--- src/rtl/detect_share_arbiter_pkg.sv ---
// Shared types and constants for the time-shared 1101 detector arbiter.
package detect_pkg;

    // Detector states. ID110 -> ID1 on x=1 is the overlapping-hit transition.
    typedef enum logic [1:0] {
        START = 2'b00,
        ID1   = 2'b01,
        ID11  = 2'b11,
        ID110 = 2'b10
    } det_state_t;

    localparam logic FOUND    = 1'b1;
    localparam logic NOTFOUND = 1'b0;

    // Controller FSM encoding.
    typedef enum logic [1:0] {
        IDLE  = 2'b00,
        ARB   = 2'b01,
        SERVE = 2'b10
    } ctl_state_t;

    // Saturating 8-bit increment used for the hit counter.
    function automatic logic [7:0] sat_inc8(input logic [7:0] v);
        return (v == 8'hFF) ? v : v + 8'd1;
    endfunction

endpackage

--- src/rtl/detect_share_arbiter_step.sv ---
// One step of the 1101 Mealy detector: pure combinational next-state and hit.
module detect_1101_step
    import detect_pkg::*;
(
    input  logic [1:0] state,
    input  logic       x,
    output logic [1:0] next_state,
    output logic       hit
);

    det_state_t cur;
    assign cur = det_state_t'(state);

    // Next-state/hit table; hit only on ID110 with x=1.
    always_comb begin
        next_state = START;
        hit        = NOTFOUND;
        unique case (cur)
            START: next_state = x ? ID1  : START;
            ID1:   next_state = x ? ID11 : START;
            ID11:  next_state = x ? ID11 : ID110;
            ID110: begin
                next_state = x ? ID1 : START;
                hit        = x ? FOUND : NOTFOUND;
            end
            default: next_state = START;
        endcase
    end

endmodule

--- src/rtl/detect_share_arbiter.sv ---
// Round-robin arbiter that time-shares one 1101 detector among N_REQ serial
// requesters, saving each requester's detector state between grants.
module detect_share_arbiter
    import detect_pkg::*;
#(
    parameter int N_REQ = 4,
    parameter int BURST = 8
) (
    input  logic                     clk,
    input  logic                     reset,
    input  logic [N_REQ-1:0]         req,
    input  logic [N_REQ-1:0]         bit_in,
    output logic [N_REQ-1:0]         grant,
    output logic                     found,
    output logic [$clog2(N_REQ)-1:0] found_id,
    output logic [7:0]               hit_count,
    output logic                     busy
);

    localparam int IDX_W = $clog2(N_REQ);

    ctl_state_t       ctl_q, ctl_d;
    logic [IDX_W-1:0] gnt_idx_q, gnt_idx_d;
    logic [IDX_W-1:0] last_q, last_d;
    logic [1:0]       cur_q, cur_d;
    logic [7:0]       bit_cnt_q, bit_cnt_d;
    logic             found_q, found_d;
    logic [IDX_W-1:0] found_id_q, found_id_d;
    logic [7:0]       hit_count_q, hit_count_d;
    logic [1:0]       ctx_q [N_REQ];
    logic             ctx_we;

    logic [IDX_W-1:0] sel;
    logic             sel_valid;
    logic [1:0]       step_next;
    logic             step_hit;
    logic             consume;
    logic             burst_done;

    // The single shared detector, fed from the granted requester's line.
    detect_1101_step u_step (
        .state      (cur_q),
        .x          (bit_in[gnt_idx_q]),
        .next_state (step_next),
        .hit        (step_hit)
    );

    assign consume    = (ctl_q == SERVE) && req[gnt_idx_q];
    assign burst_done = consume && (({1'b0, bit_cnt_q} + 9'd1) == 9'(BURST));

    // Round-robin pick: first requester at or after last+1, wrapping.
    always_comb begin
        logic [IDX_W-1:0] cand;
        sel       = '0;
        sel_valid = 1'b0;
        cand      = '0;
        for (int k = 1; k <= N_REQ; k++) begin
            cand = IDX_W'((int'(last_q) + k) % N_REQ);
            if (!sel_valid && req[cand]) begin
                sel       = cand;
                sel_valid = 1'b1;
            end
        end
    end

    // Controller next-state: arbitration, serial stepping, exit and context save.
    always_comb begin
        ctl_d       = ctl_q;
        gnt_idx_d   = gnt_idx_q;
        last_d      = last_q;
        cur_d       = cur_q;
        bit_cnt_d   = bit_cnt_q;
        found_d     = NOTFOUND;
        found_id_d  = found_id_q;
        hit_count_d = hit_count_q;
        ctx_we      = 1'b0;
        unique case (ctl_q)
            IDLE: begin
                if (|req) ctl_d = ARB;
            end
            ARB: begin
                if (sel_valid) begin
                    cur_d     = ctx_q[sel];
                    gnt_idx_d = sel;
                    bit_cnt_d = '0;
                    ctl_d     = SERVE;
                end else begin
                    ctl_d = IDLE;
                end
            end
            SERVE: begin
                if (consume) begin
                    cur_d     = step_next;
                    bit_cnt_d = bit_cnt_q + 8'd1;
                    if (step_hit) begin
                        found_d     = FOUND;
                        found_id_d  = gnt_idx_q;
                        hit_count_d = sat_inc8(hit_count_q);
                    end
                end
                // Leaving: cur_d already holds the post-step state to save.
                if (!req[gnt_idx_q] || burst_done) begin
                    ctx_we = 1'b1;
                    last_d = gnt_idx_q;
                    ctl_d  = (|req) ? ARB : IDLE;
                end
            end
            default: ctl_d = IDLE;
        endcase
    end

    // Controller and detector-path registers.
    always_ff @(posedge clk) begin
        if (reset) begin
            ctl_q       <= IDLE;
            gnt_idx_q   <= '0;
            last_q      <= IDX_W'(N_REQ - 1);
            cur_q       <= START;
            bit_cnt_q   <= '0;
            found_q     <= NOTFOUND;
            found_id_q  <= '0;
            hit_count_q <= '0;
        end else begin
            ctl_q       <= ctl_d;
            gnt_idx_q   <= gnt_idx_d;
            last_q      <= last_d;
            cur_q       <= cur_d;
            bit_cnt_q   <= bit_cnt_d;
            found_q     <= found_d;
            found_id_q  <= found_id_d;
            hit_count_q <= hit_count_d;
        end
    end

    // Per-requester saved detector context, written when its grant ends.
    genvar gi;
    generate
        for (gi = 0; gi < N_REQ; gi++) begin : g_ctx
            always_ff @(posedge clk) begin
                if (reset) begin
                    ctx_q[gi] <= START;
                end else if (ctx_we && (gnt_idx_q == IDX_W'(gi))) begin
                    ctx_q[gi] <= cur_d;
                end
            end
        end
    endgenerate

    // Grant decode: one-hot while serving, zero otherwise.
    always_comb begin
        grant = '0;
        if (ctl_q == SERVE) grant[gnt_idx_q] = 1'b1;
    end

    assign busy      = (ctl_q == SERVE);
    assign found     = found_q;
    assign found_id  = found_id_q;
    assign hit_count = hit_count_q;

endmodule

--- config.mk ---
export PLATFORM = sky130hd
export DESIGN_NAME = detect_share_arbiter
export DESIGN_NICKNAME = d
export VERILOG_FILES = /design/src/rtl/detect_share_arbiter_pkg.sv /design/src/rtl/detect_share_arbiter_step.sv /design/src/rtl/detect_share_arbiter.sv
export SDC_FILE = /design/constraint.sdc
export NUM_CORES = 1
export LEC_CHECK = 0
export CORE_UTILIZATION = 49
export CTS_CLUSTER_DIAMETER = 120
export CTS_CLUSTER_SIZE = 10
export DETAILED_ROUTE_END_ITERATION = 16
export HOLD_SLACK_MARGIN = 0.15
export PLACE_DENSITY = 0.78
export SYNTH_ARGS = -nofsm -noshare
export SYNTH_HDL_FRONTEND = slang
export SYNTH_HIERARCHICAL = 1
export SYNTH_SLANG_ARGS = --single-unit
--- constraint.sdc ---
create_clock -name clk -period 2.3 [get_ports clk]
set_input_delay 0.23 -clock clk [delete_from_list [all_inputs] [get_ports clk]]
set_output_delay 0.23 -clock clk [all_outputs]
set_load 0.03 [all_outputs]
# Word-level counts from Yosys, hierarchy flattened
# Memories as Yosys holds them, arrays and structs flattened.
# Cells that the tools add are included.
# word_totals
regBits	27
mem_bits_rw	8
in_bits	10
output_inout_bits	16
wordCells	132
n_memories	1
# op_classes
n_addsub	7
order_cmp	6
n_eq_ne	14
mux	61
n_bitwise	7
n_reduce_logical	28
# memory_table
memory	words	width	rd	rd_clocked_by_memory_dff	wr	line	text
ctx_q	4	2	1	0	4	detect_share_arbiter.sv:30	logic [1:0] ctx_q [N_REQ];
# ops
cell	n
1-bit two-way mux	33
2-bit two-way mux	14
8-bit by 1-bit adder with 8-bit output (second input constant)	2
8-bit two-way mux	2
8-bit one-hot mux with 2 select lines	1
2-bit by 3-bit < comparator with 1-bit output (second input constant)	5
1-bit binary-select mux with 2-bit select	6
2-bit one-hot mux with 3 select lines	2
2-bit equality test (second input constant)	5
1-bit logical AND	10
8-bit by 1-bit adder with 9-bit output (second input constant)	1
9-bit by 4-bit equality test with 1-bit output (second input constant)	1
8-bit equality test (second input constant)	1
2-bit by 1-bit equality test with 1-bit output (second input constant)	3
2-bit logical NOT	3
2-bit AND reduction	3
3-bit AND reduction	2
2-bit by 1-bit adder with 2-bit output (second input constant)	2
2-bit adder (second input constant)	2
1-bit logical NOT	4
4-bit two-way mux	1
2-bit by 1-bit inequality test with 1-bit output (second input constant)	2
2-bit inequality test (second input constant)	2
1-bit OR	4
other kinds (10)	12

# Longest topological paths before layout
# Gate-level depths: netlist (run 1).
# An unclocked memory read counts as a cell.
# logic_depth
ltp_word	17
ltp_mapped	9
depth_no_buf	8

# Hierarchy
# Netlist (run 1), hierarchy kept.
# modules_own_cells
module	n_inst	cells_per_inst	area_each_um2	seq_area_each_um2
detect_share_arbiter	1	225	1986.9	780.7
detect_1101_step	1	3	23.8	0.0

# Worst setup path before layout (run 1)
# OpenSTA, ideal clock, no wires.
# synth_timing
path_kind	flip-flop to flip-flop
start	register ctl_q[0]
end	memory ctx_q[0][1], data pin
setup_time_ns	0.265
t_arrival_ns	2.232
t_required_ns	2.035
path_slack_ns	-0.196
path_stages_with_launch	9
path_buffers	0
period_less_slack_ns	2.496
cell_sequence	dfxtp_1 -> inv_1 -> ha_1 -> and2_1 -> a222oi_1 -> nand2_2 -> a22o_1 -> a211oi_2 -> nor2_1
# synth_lines
item	line	text
start: declaration	detect_share_arbiter.sv:22	ctl_state_t ctl_q, ctl_d;
start signal: assignment	detect_share_arbiter.sv:124	ctl_q <= ctl_d;
end: declaration	detect_share_arbiter.sv:30	

# Worst setup path in the final report (run 1)
# layout_timing
start	register ctl_q[1]
end	output grant[3]
# layout_between
elab_chain_cells	2
# layout_rtl
item	line	text
2-bit equality test	detect_share_arbiter.sv:152	if (ctl_q == SERVE) grant[gnt_idx_q] = 1'b1;
4-bit two-way mux	detect_share_arbiter.sv:152	
end: declaration	detect_share_arbiter.sv:13	output logic [N_REQ-1:0] grant,
# Every way passes these cells.

==> results.cfg, run 1 <==
[worst_setup_path]
critPathMaxStageDelay_ps = 670
critPathMaxFanout = 13
cp-end-kind = output port
slowest_stage = clkdlybuf4s50_1
crit_required_ps = 2070
crit_type = reg2out
crit_arrival_ps = 1940
start_kind = flip-flop
worstPathCellList = ha_4 > buf_4 > and3_1 > clkdlybuf4s50_1

[placement]
port-buffer-count = 25
place.gp.congestion = 0.813
dpl.hpwl_um = 3260
place_ws_ps = -106

[grt]
gr-usage-all-layers_pct = 22.8
antenna_found_initial = 0
grt-ovfl-total = 0
grt_start_max_net_pins = 21
grt_pass1_vias = 1666
grt_pass1_wl_um = 7470

[logic_synthesis]
synth_warnings = 6
synth.distinct_cells = 49
synth_seq_area_share_pct = 38.8
yosys.area_share.simple_pct = 26.6
synth_edf_count = 8
synthFlopType = dfxtp_1
syn_nets = 245
synth_top_area_share_pct = 26.9
synth-adder-area-share_pct = 4.36
synth_top_family_by_area = simple AND/OR/NAND/NOR gates
synth_area_leader_cell = dfxtp_1
synth_compound_area_share_pct = 15.1
synth.area.top_cells = dfxtp_1 (27%), edfxtp_1 (12%), nor2_1 (6.3%), mux2i_1 (4.5%), ha_1 (4.4%)
syn_area_um2 = 2010
synth.area.mux_share_pct = 6.72
synth.avg_cell_area_um2 = 8.82
async_flop_share_pct = 0
synth_xor_xnor_area_share_pct = 4.36
ys_ff_latch = 35
syn_inst = 228

[timing]
tns_ps = 0
fin_skew_ps = 7.84
setup_ws_ps = 131
period_needed_ps = 2170
timing.slew.headroom_pct = 74.8
setup_violations = 0
worstMarginPinSlew_ps = 377
max_freq_mhz = 461
finalHoldViolCount = 0
rsz0062_at_grt = true
layout_worst_path_cycle_share_pct = 94.3
drv_slew = 0

[layout]
insertedDiodeCount = 0
drive_gt1_share_pct = 17.8
fin_nets = 297
area_growth_syn_to_layout_pct = 30.9
regArea_um2 = 783
fill_cells = 309
multi_input_area_um2 = 1170

[floorplanning]
coreArea_um2 = 3800
std_cell_rows = 22
die_w_um = 66.1
start_util_pct = 52.9
dieArea_um2 = 4360
io_pins = 26
fp.dieH_um = 66.1

[outcome]
outcome = complete, no violations

[power_and_ir_drop]
pwr-share-seq_pct = 42.6
internal_power_mw = 1.15
power_frac_comb_pct = 27.6
pwr-share-clk_pct = 29.9
power_density_nw_per_um2 = 628
max-vdd-ir-drop_uv = 322
switching_share_pct = 30.2
p_leak_nw = 1.03
power_switching_mw = 0.499

[clock_network]
cts_hold_buf = 0
clkTransAtPathRegs_ps = 70
clk_latency_ps = 290
clock-sinks = 35
clk_path_buf_depth = 2
h-tree-depth = 2
cts-root-buf = clkbuf_8
cts_tree = yes
cts-buffers-inserted = 5

[detailed_routing]
drtIter0Drc = 135
finalWirelength_um = 4570
wl_per_cell_um = 13.9
detail-route-antenna-nets = 0
avgViaCountPerCell = 5.59
drt_pass1_iterations = 4
drc = 0
routed-via-count = 1838

[worst_hold_path]
hold_path.class = reg2reg

[job]
maxCapViolCount = 0
==> logic make-up after synthesis <==
kind of cell	after synthesis
and+or+nand+nor	103
AOI/OAI and AO/OA	43
DFF	35
buffers and inverters	19
muxes	11
xor gates and xnor gates	10
adders and majority gates	7
==> metal layers <==
| metal | vias to the layer above | wire [um] | global-route usage (%) | part of all wire [%] |
|---|---|---|---|---|
| li1 | 928 | - | - | - |
| met1 | 857 | 2080 | 28.1 | 45 |
| met2 | 46 | 2160 | 37.4 | 47 |
| met3 | 7 | 264 | 5.69 | 5.8 |
| met4 | 0 | 63 | 10.1 | 1.4 |
| met5 | - | 0 | 0 | 0 |
==> synth_stat cells (all sizes together) (7+ instances only) <==
master  number
a21oi        9
dfxtp       27
edfxtp       8
ha           7
inv          9
mux2i        9
nand2       11
nand2b       8
nand3        9
nand4        7
nor2        34
o21ai        7
xnor2        7
==> worst paths after layout <==
check | from | endpoint | slack, ps | cells past startpoint
hold reg to reg | bit_cnt_q[3] | bit_cnt_q[3] | 500 | 2
setup / recovery | ctl_q[1] | grant[3] | 130 | 4
setup reg to reg | ctl_q[0] | ctx_q[0][1] | 130 | 10
hold / removal | bit_cnt_q[3] | bit_cnt_q[3] | 500 | 2
==> per-stage QoR <==
step                cells  utilization, %  area (um^2)  hold WS [ps]  power, mW
floorplan             228               -         2020           425      0.984
global placement      319            65.7         2500           486       1.14
detailed placement    319            65.7         2500           497       1.15
CTS                   327            68.5         2600           507       1.64
global route          329            69.3         2630           539       1.75
finish                329            69.3         2630           502       1.65
==> sequential cells by signal (all words and copies together) (netlist names), 2 cells and up <==
| signal | cells |
|---|---|
| ctl_q | 2 |
| gnt_idx_q | 2 |
| last_q | 2 |
| found_id | 2 |
| hit_count | 8 |
| bit_cnt_q | 8 |
| cur_q | 2 |
| ctx_q | 8 |
==> what timing repair did <==
action / in CTS / in global routing
buffers inserted: 0 / 2
resized for setup: 0 / 6
endpoints found under the setup margin: 0 / 20
==> power by group through the flow <==
stage | Clock [mW] | Combinational, mW | Sequential, mW
after global routing | 0.537 | 0.507 | 0.708
after CTS | 0.506 | 0.436 | 0.699
final | 0.494 | 0.455 | 0.703
after detailed placement | 0 | 0.434 | 0.714
after global placement | 0 | 0.428 | 0.712
after floorplan | 0 | 0.286 | 0.698
==> critical path, delay by kind of cell (launching register included) <==
family / cells / cell delay, ps
adder cells (fa/ha/maj): 1 / 180
flip-flops: 1 / 420
buffers and inverters: 2 / 850
AND/OR/NAND/NOR: 1 / 200
==> final cells by class <==
cell class,instances,area share [%]
Multi-Input combinational cell,174,44.7
Tap cell,48,2.28
Clock inverter,1,0.285
Timing Repair Buffer,55,18.1
Sequential cell,35,29.8
Inverter,9,1.28
Clock buffer,7,3.66
==> cells in the final DEF (no fill, tap or decap), types with 5 or more instances in the layout <==
cell / instances
edfxtp_1: 8
buf_4: 30
nand3_1: 9
nor3_1: 5
xnor2_1: 7
ha_1: 6
and2_1: 5
nor2_1: 34
mux2i_1: 9
nand4_1: 7
inv_1: 8
dfxtp_1: 25
and3_1: 5
o21ai_0: 6
nand2_1: 10
clkbuf_8: 7
nand2b_1: 8
clkdlybuf4s50_1: 25
a21oi_1: 9
Power figures use the tool's default switching activity.
==> inputs of run 2 (changes only) <==
--- a/config.mk
+++ b/config.mk
@@ -5,7 +5,8 @@
 export SDC_FILE = /design/constraint.sdc
 export NUM_CORES = 1
 export LEC_CHECK = 0
-export CORE_UTILIZATION = 49
+export ABC_AREA = 1
+export CORE_UTILIZATION = 50
 export CTS_CLUSTER_DIAMETER = 120
 export CTS_CLUSTER_SIZE = 10
 export DETAILED_ROUTE_END_ITERATION = 16
==> results.cfg, run 2 <==
[worst_setup_path]
r2r_slack_ps = 280
r2r-start = gnt_idx_q[1]
crit_buf_inv = 3
rr_worst_depth = 14
crit_family = buffers and inverters
cp-end-kind = output port
crit_arrival_ps = 1930
slowest_stage = clkdlybuf4s50_1
critPathMaxStageDelay_ps = 710
crit_required_ps = 2070
start_kind = flip-flop
critPathMaxFanout = 8
crit_type = reg2out
timing.rr.end = hit_count[4]
cp_common_cell = inv_1
worstPathCellList = inv_1 > ha_1 > inv_1 > nor3_1 > clkdlybuf4s50_1

[logic_synthesis]
synth.avg_cell_area_um2 = 7.19
ys_ff_latch = 35
async_flop_share_pct = 0
syn_nets = 336
yosysMostFrequentCell = nand2_1
synth_top_area_share_pct = 23.6
syn_area_um2 = 2290
syn_inst = 319
synth_warnings = 6
synthFlopType = dfxtp_1
synth_seq_area_share_pct = 34.1
synth.distinct_cells = 37
synth_edf_count = 8
synth.area.top_cells = dfxtp_1 (24%), nand2_1 (13%), edfxtp_1 (10%), nor2_1 (6.2%), inv_1 (5.9%)
synth_common_cells = nand2_1 (78), nor2_1 (38), inv_1 (36)
synth_area_leader_cell = dfxtp_1

[timing]
timing.slew.headroom_pct = 77.8
layout_worst_path_cycle_share_pct = 93.9
fin_skew_ps = 9.04
finalHoldViolCount = 0
period_needed_ps = 2160
max_freq_mhz = 463
tns_ps = 0
setup_violations = 0
worstMarginPinSlew_ps = 332
rsz0062_at_grt = false
drv_slew = 0

[detailed_routing]
drtIter0Drc = 110
avgViaCountPerCell = 5.20
wl_per_cell_um = 11.8
drc = 0
routed-via-count = 2090
drt_pass1_iterations = 4
finalWirelength_um = 4760
detail-route-antenna-nets = 0

[placement]
dpl.hpwl_um = 3720
place_inst = 394
place.gp.congestion = 0.901
port-buffer-count = 25

[floorplanning]
coreArea_um2 = 4380
io_pins = 26
dieArea_um2 = 4860
die_w_um = 69.7
std_cell_rows = 24
start_util_pct = 52.3
fp.dieH_um = 69.7

[worst_hold_path]
whs_endpoint = hit_count[1]
hold_path.class = reg2reg
hold-path-cell-count = 2
hp-start = hit_count[1]

[clock_network]
clock-sinks = 35
cts-root-buf = clkbuf_8
cts-buffers-inserted = 5
clk_path_buf_depth = 2
clkTransAtPathRegs_ps = 70
h-tree-depth = 2
post_cts_buffers = 0
cts_tree = yes
post_cts_resized = 0
cts_hold_buf = 0
clk_latency_ps = 290

[grt]
antenna_found_initial = 0
grt_pass1_vias = 1937
grt_start_max_net_pins = 15
grt-ovfl-total = 0
grt_pass1_wl_um = 8300
gr-usage-all-layers_pct = 21.2

[layout]
fin_cells = 402
layout_commonest_cell = nand2_1
fill_cells = 406
insertedDiodeCount = 0
area_growth_syn_to_layout_pct = 16.4
drive_gt1_share_pct = 15.1
utilization_pct = 60.9
fin_nets = 366
final_cell_mix = nand2_1 (78), nor2_1 (38), inv_1 (36)

[job]
maxCapViolCount = 0

[power_and_ir_drop]
p_leak_nw = 1.21
max-vdd-ir-drop_uv = 595
power_density_nw_per_um2 = 910
total_power_mw = 2.43

[outcome]
outcome = complete, no violations
-- run 2: final cells by class --
class | count | area (um^2) | share of cell area, %
Clock inverter | 1 | 5.00 | 0.188
Inverter | 43 | 161 | 6.05
Multi-Input combinational cell | 233 | 1280 | 48.1
Tap cell | 52 | 65.1 | 2.44
Sequential cell | 35 | 781 | 29.3
Clock buffer | 7 | 76.3 | 2.86
Timing Repair Buffer | 31 | 295 | 11.1
-- run 2: stage by stage --
step           area, um^2  setup WS (ps)  hold WS, ps
3_5_place_dp         2590            219          485
3_3_place_gp         2590            227          476
4_1_cts              2670            130          494
6_report             2670            141          486
2_1_floorplan        2290            166          462
5_1_grt              2670           30.5          518
-- run 2: report_power, final --
group | internal (mW) | switching [mW] | total, mW
clock network | 0.212 | 0.211 | 0.423
registers | 0.733 | 0.0747 | 0.807
logic | 0.418 | 0.781 | 1.20
total | 1.36 | 1.07 | 2.43
-- run 2: worst max path at each step --
stage / from / end / slack [ps] / cells past startpoint
after floorplan: ctl_q[0] / ctx_q[0][0] / 170 / 11
after global placement: req[2] / ctx_q[1][1] / 230 / 12
after detailed placement: req[1] / ctx_q[1][1] / 220 / 14
after CTS: ctl_q[0] / grant[1] / 130 / 5
after global routing: bit_cnt_q[1] / ctx_q[0][0] / 30 / 9
final: ctl_q[0] / grant[1] / 140 / 5
-- run 2: cell families (layout without fill, tap and decap cells) --
logic type / count (synthesis) / after routing / share of synthesized area [%]
compound gates: 45 / 45 / 12.4
simple gates: 176 / 176 / 37.9
fa+ha+maj: 7 / 7 / 3.82
buf+inv: 51 / 82 / 9.88
flops: 35 / 35 / 34.1
xor+xnor: 5 / 5 / 1.91
-- run 2: worst reg2reg max path, delay by kind of cell (launching register included) --
kind | cells | cell delay, ps
simple gates | 10 | 1070
compound gates | 1 | 80
flops | 1 | 400
buf+inv | 3 | 360
-- run 2: layer usage --
| metal | up-vias | part of all wire [%] | track usage [%] |
|---|---|---|---|
| met5 | - | 0 | 0 |
| met4 | 0 | 2.3 | 9.11 |
| met3 | 11 | 4.4 | 4.36 |
| met2 | 46 | 46 | 34.1 |
| met1 | 942 | 47 | 27.5 |
| li1 | 1091 | - | - |
